$ cat src/rtl/score_bcd_sequencer_pkg.sv
// Shared constants, FSM encoding and helpers for the score BCD sequencer.
// Everything that sizes the converter lives here so the top and the
// dabble step always agree on register layout.
package score_pkg;

   // Binary score width, BCD digits per result and the clamp ceiling.
   localparam int SCORE_W = 20;
   localparam int NDIG    = 7;
   localparam int BCD_W   = 4 * NDIG;
   localparam int SR_W    = BCD_W + SCORE_W;
   localparam int CNT_W   = 5;

   localparam logic [SCORE_W-1:0] MAX_SCORE = 20'd1000000;

   // Digit positions inside a packed BCD result (nibble index).
   localparam int DIG_ONES      = 0;
   localparam int DIG_TENS      = 1;
   localparam int DIG_HUNDREDS  = 2;
   localparam int DIG_THOUSANDS = 3;
   localparam int DIG_TENK      = 4;
   localparam int DIG_HUNDREDK  = 5;
   localparam int DIG_MILLIONS  = 6;

   // Converter sequencing states.
   typedef enum logic [1:0] {
      ST_IDLE  = 2'd0,
      ST_SHIFT = 2'd1,
      ST_DONE  = 2'd2
   } state_t;

   // Saturate a raw score at the display ceiling (unsigned compare).
   function automatic logic [SCORE_W-1:0] clamp_score(input logic [SCORE_W-1:0] s);
      return (s > MAX_SCORE) ? MAX_SCORE : s;
   endfunction

   // Flag for scores that would not fit on the display.
   function automatic logic score_saturates(input logic [SCORE_W-1:0] s);
      return (s > MAX_SCORE);
   endfunction

endpackage

$ cat src/rtl/score_bcd_sequencer_dabble.sv
// One iteration of the shift-add-3 (double dabble) algorithm.
// The register is {BCD digits, binary remainder}; every BCD nibble that is
// 5 or more is corrected by +3, then the whole register shifts left by one.
module bcd_dabble_step
   import score_pkg::*;
(
   input  logic [SR_W-1:0] sr_in,
   output logic [SR_W-1:0] sr_out
);

   logic [SR_W-1:0] adj;

   // Correct each BCD nibble before the shift so no digit overflows past 9.
   always_comb begin
      adj = sr_in;
      for (int k = 0; k < NDIG; k++) begin
         if (sr_in[SCORE_W + 4*k +: 4] >= 4'd5) begin
            adj[SCORE_W + 4*k +: 4] = sr_in[SCORE_W + 4*k +: 4] + 4'd3;
         end
      end
      sr_out = adj << 1;
   end

endmodule

$ cat src/rtl/score_bcd_sequencer.sv
// Two-channel binary-to-BCD score converter sharing one serial engine.
// ch0 (live score) and ch1 (best score) are arbitrated round-robin; each
// channel keeps its own registered 7-digit result, saturation flag and
// valid flag, and gets a one-cycle ack when its result is refreshed.
module score_bcd_sequencer
   import score_pkg::*;
(
   input  logic               clk,
   input  logic               resetn,
   input  logic               req0,
   input  logic [SCORE_W-1:0] score0,
   input  logic               req1,
   input  logic [SCORE_W-1:0] score1,
   output logic               ack0,
   output logic               ack1,
   output logic [BCD_W-1:0]   digits0,
   output logic [BCD_W-1:0]   digits1,
   output logic               valid0,
   output logic               valid1,
   output logic               sat0,
   output logic               sat1,
   output logic               busy
);

   localparam logic [CNT_W-1:0] LAST_ITER = CNT_W'(SCORE_W - 1);

   state_t             state;
   state_t             state_n;
   logic [CNT_W-1:0]   cnt;
   logic [SR_W-1:0]    sr;
   logic [SR_W-1:0]    sr_step;
   logic               grant;
   logic               last_grant;
   logic               snap_sat;
   logic               pick;
   logic               start;
   logic [SCORE_W-1:0] pick_score;
   logic [BCD_W-1:0]   bcd_result;

   bcd_dabble_step u_step (
      .sr_in  (sr),
      .sr_out (sr_step)
   );

   assign bcd_result = sr[SR_W-1:SCORE_W];

   // Round-robin pick: a lone request wins; on a tie the channel that was not served last wins.
   always_comb begin
      pick = 1'b0;
      if (req0 && req1) begin
         pick = ~last_grant;
      end else if (req1) begin
         pick = 1'b1;
      end
      start      = (state == ST_IDLE) && (req0 || req1);
      pick_score = pick ? score1 : score0;
   end

   // Next-state logic: one load cycle, SCORE_W shift iterations, one write-back cycle.
   always_comb begin
      state_n = state;
      case (state)
         ST_IDLE: begin
            if (start) begin
               state_n = ST_SHIFT;
            end
         end
         ST_SHIFT: begin
            if (cnt == LAST_ITER) begin
               state_n = ST_DONE;
            end
         end
         ST_DONE: begin
            state_n = ST_IDLE;
         end
         default: begin
            state_n = ST_IDLE;
         end
      endcase
   end

   // State register, with busy registered alongside so it tracks SHIFT/DONE exactly.
   always_ff @(posedge clk or negedge resetn) begin
      if (!resetn) begin
         state <= ST_IDLE;
         busy  <= 1'b0;
      end else begin
         state <= state_n;
         busy  <= (state_n != ST_IDLE);
      end
   end

   // Engine datapath: snapshot and clamp at grant, then iterate the dabble step.
   always_ff @(posedge clk or negedge resetn) begin
      if (!resetn) begin
         sr       <= '0;
         cnt      <= '0;
         grant    <= 1'b0;
         snap_sat <= 1'b0;
      end else begin
         if (start) begin
            grant    <= pick;
            snap_sat <= score_saturates(pick_score);
            sr       <= {{BCD_W{1'b0}}, clamp_score(pick_score)};
            cnt      <= '0;
         end else if (state == ST_SHIFT) begin
            sr  <= sr_step;
            cnt <= cnt + 1'b1;
         end
      end
   end

   // Result write-back: only the granted channel's outputs change, and ack pulses for one cycle.
   always_ff @(posedge clk or negedge resetn) begin
      if (!resetn) begin
         digits0    <= '0;
         digits1    <= '0;
         valid0     <= 1'b0;
         valid1     <= 1'b0;
         sat0       <= 1'b0;
         sat1       <= 1'b0;
         ack0       <= 1'b0;
         ack1       <= 1'b0;
         last_grant <= 1'b1;
      end else begin
         ack0 <= 1'b0;
         ack1 <= 1'b0;
         if (state == ST_DONE) begin
            last_grant <= grant;
            if (grant) begin
               digits1 <= bcd_result;
               sat1    <= snap_sat;
               valid1  <= 1'b1;
               ack1    <= 1'b1;
            end else begin
               digits0 <= bcd_result;
               sat0    <= snap_sat;
               valid0  <= 1'b1;
               ack0    <= 1'b1;
            end
         end
      end
   end

endmodule

$ cat config.mk
export PLATFORM = sky130hd
export DESIGN_NAME = score_bcd_sequencer
export DESIGN_NICKNAME = d
export VERILOG_FILES = /design/src/rtl/score_bcd_sequencer_pkg.sv /design/src/rtl/score_bcd_sequencer_dabble.sv /design/src/rtl/score_bcd_sequencer.sv
export SDC_FILE = /design/constraint.sdc
export NUM_CORES = 1
export LEC_CHECK = 0
export BUFFER_PORTS_ARGS = -buffer_cell sky130_fd_sc_hd__buf_4
export CAP_MARGIN = 20
export CORE_MARGIN = 4
export CORE_UTILIZATION = 25
export CTS_CLUSTER_SIZE = 40
export DETAILED_ROUTE_END_ITERATION = 8
export GPL_TIMING_DRIVEN = 0
export PLACE_DENSITY_LB_ADDON = 0.25
export SLEW_MARGIN = 20
export SYNTH_ARGS = -nofsm -noshare
export SYNTH_HDL_FRONTEND = slang
export SYNTH_SLANG_ARGS = --single-unit
$ cat constraint.sdc
create_clock -name clk -period 4.35 [get_ports clk]
set_input_delay 0 -clock clk [delete_from_list [all_inputs] [get_ports clk]]
set_output_delay 0 -clock clk [all_outputs]
set_load 0.01 [all_outputs]
==> qor.yml <==
status: "finished clean"
slowest_delay_ns: 0.51
vias_per_cell: 4.58
drcViolationCount: 0
clk_latency_ns: 0.41
cts.root.buffer_cell: "clkbuf_16"
gr-usage-met3: 0.0324
antenna_found_initial: 0
cp_num_buf_inv: 3
synth_most_common_cell: "dfrtp_1"
dieHeight_um: 157
dp_hpwl_um: 11000
path_clk_slew_ns: 0.05
fill_cells: 2239
instances_no_fill: 962
power_density_nw_per_um2: 622
ios: 107
power.leakage_nw: 3.64
fmax_mhz: 447
grtUsageTotal: 0.130
cts_tree: "done"
yosys-mux-area-fraction: 0.0909
grt_busiest_layer: "met2"
syn_avg_cell_area_sq_um: 11.0
synthTopCellsByArea: "dfrtp_1 (54%), mux2_2 (6.0%), nand2_1 (5.1%)"
tightest_slew_ns: 0.825
slew_violations: 0
hp-class: "input pin to flop"
gp_congestion: 0.817
grt_max_degree: 69
drtPass1Iterations: 4
start_kind: "flop"
critPathTopFamily: "buffers and inverters"
wl_per_cell_um: 16.1
fin_crit_sh: 0.514
yosysWarnings: 0
io_buffers: 106
synth_top_area_cell: "dfrtp_1"
num_antenna_cells: 0
die_w_um: 157
max-slew-margin-rel: 0.448
synth-xor-area-share: 0.0110
synth_seq_cells: 121
synth_fa_ha_area_frac: 0.0336
fin_crit_ns: 2.24
drv_cap: 0
cp.arrival_ns: 2.58
area_growth_pct: 38.3
grt_remaining_overflow: 0
total_power_mw: 4.81
grt_pass1_vias: 4708
fin_tns_setup_ns: 0
design.die.area_sq_um: 24800
synthArstFlopShare: 1.00
synth_commonest_cells: "dfrtp_1 (120), nand2_1 (76), o21ai_0 (35), mux2_2 (30)"
synth_top_area_share: 0.538
hold_viol: 0
synth_fp_nets: 568
synthSimpleGateAreaFrac: 0.119
synth_top_family_by_area: "compound AO/OA/AOI/OAI gates"
rsz0062_at_grt: "no"
drt.antenna.violating_nets: 0
dr_total_vias: 4407
setup_viol: 0
synth_area_sq_um: 5590
cts_buffers: 17
clock_sinks: 121
criticalPathCategory: "flop to flop"
final_layout_size_suffix_gt1_frac: 0.287
path_cells: "clkbuf_1 -> nand3_1 -> inv_1 -> clkbuf_1 -> nand2_1 -> nand2_1"
start_util: 0.255
drt-initial-drc-count: 161
yosysUniqueCellTypes: 46
synth-edff-count: 0
use_met2: 0.215
postCtsSetupRepairBufs: 0
synthCells: 509
crit_required_ns: 4.69
drt_wl_total_um: 15500
endpoint_kind: "flop"
num_rows: 54
post-route-util: 0.353
synth_compound_area_frac: 0.172
cts_buffer_depth: 2
ir_worst_vdd_uv: 191
cp_slowest_cell: "clkbuf_1"
yosysSeqAreaShare: 0.542
synthFlopType: "dfrtp_1"
core_sq_um: 21900
grt_pass1_wl_um: 25100
met1_usage: 0.168
skew_ns: 0.00534
cp_max_fo: 10
nets: 729
cts_max_level: 4
dp.cells: 896
-- stage by stage --
stage	cell area [sq um]	worst slack (ns)	hold slack, ns
2_1_floorplan	5590	2.72	-0.296
3_3_place_gp	6730	2.09	0.311
3_5_place_dp	6760	2.04	0.00509
4_1_cts	7720	2.01	0.00794
5_1_grt	7720	1.80	0.0207
6_report	7720	2.11	0.0163
-- kinds of logic (layout without fill, tap and decap cells) --
kind of cell,after synthesis,count (layout)
simple gates,145,145
buf+inv,43,216
fa+ha+maj,15,15
compound gates,131,131
flops,121,121
xor+xnor,7,7
mux,47,47
-- timing repair --
item,4_1_cts,5_1_grt
endpoints found under the hold margin,71,0
resized for setup,0,0
hold buffers,35,0
-- sequential cells by signal, indices dropped and copies added (netlist names) --
signal	flops
valid1	1
sat0	1
busy	1
ack1	1
sr	48
ack0	1
last_grant	1
sat1	1
snap_sat	1
grant	1
state	2
digits0	28
valid0	1
cnt	5
digits1	28
-- layer usage --
layer	up-vias	wire (um)
li1	2140	-
met1	2150	7100
met2	105	7440
met3	12	797
met4	0	155
met5	-	0
-- area by class of cell --
type                            instances  area, sq um  share of cell area
Tap cell                              280          350              0.0454
Clock buffer                           25          526              0.0680
Timing Repair Buffer                  142         1180               0.152
Sequential cell                       121         3030               0.392
Buffer                                 24          105              0.0136
Inverter                               19         71.3             0.00923
Multi-Input combinational cell        345         2380               0.308
Clock inverter                          6         85.1              0.0110
-- cell usage in the layout, fill, tap and decap left out, types with 6 or more instances in the layout --
cell           synthesis  final
ha_1                  15     15
clkbuf_16              0     17
o22ai_1               24     24
o31ai_2                8      8
mux2i_1               17     17
nand2b_1              22     22
nand2_1               76     76
a32o_1                 7      7
buf_4                  0    105
xnor2_1                7      7
o21ai_0               35     35
clkbuf_8               0      7
dfrtp_1              120    120
inv_1                 18     18
dlygate4sd3_1          0     35
mux2_2                30     30
o31ai_1               12     12
buf_2                  6      6
clkbuf_1              16     17
a21oi_1               20     20
nor2_1                24     24
-- final timing paths --
| path | slack [ns] | end | from | depth (start not counted) |
|---|---|---|---|---|
| max | 2.11 | digits1[14] | state[1] | 6 |
| min | 0.02 | sr[5] | score0[5] | 3 |
| max reg2reg | 2.11 | digits1[14] | state[1] | 6 |
| min reg2reg | 0.47 | digits1[10] | digits1[10] | 2 |
| max in group asynchronous | 3.51 | sr[27] | resetn | 3 |
| min in group asynchronous | 0.12 | sr[3] | resetn | 2 |
-- power by group --
part	total, mW	internal (mW)	switching (mW)
clock network	1.43	0.945	0.489
registers	1.76	1.46	0.298
logic	1.61	0.769	0.841
-- worst min-delay path: stages --
cell and delay [ns]:
buf_4 0.09, mux2i_1 0.12, o31ai_4 0.18
(Power assumes the default switching activity.)
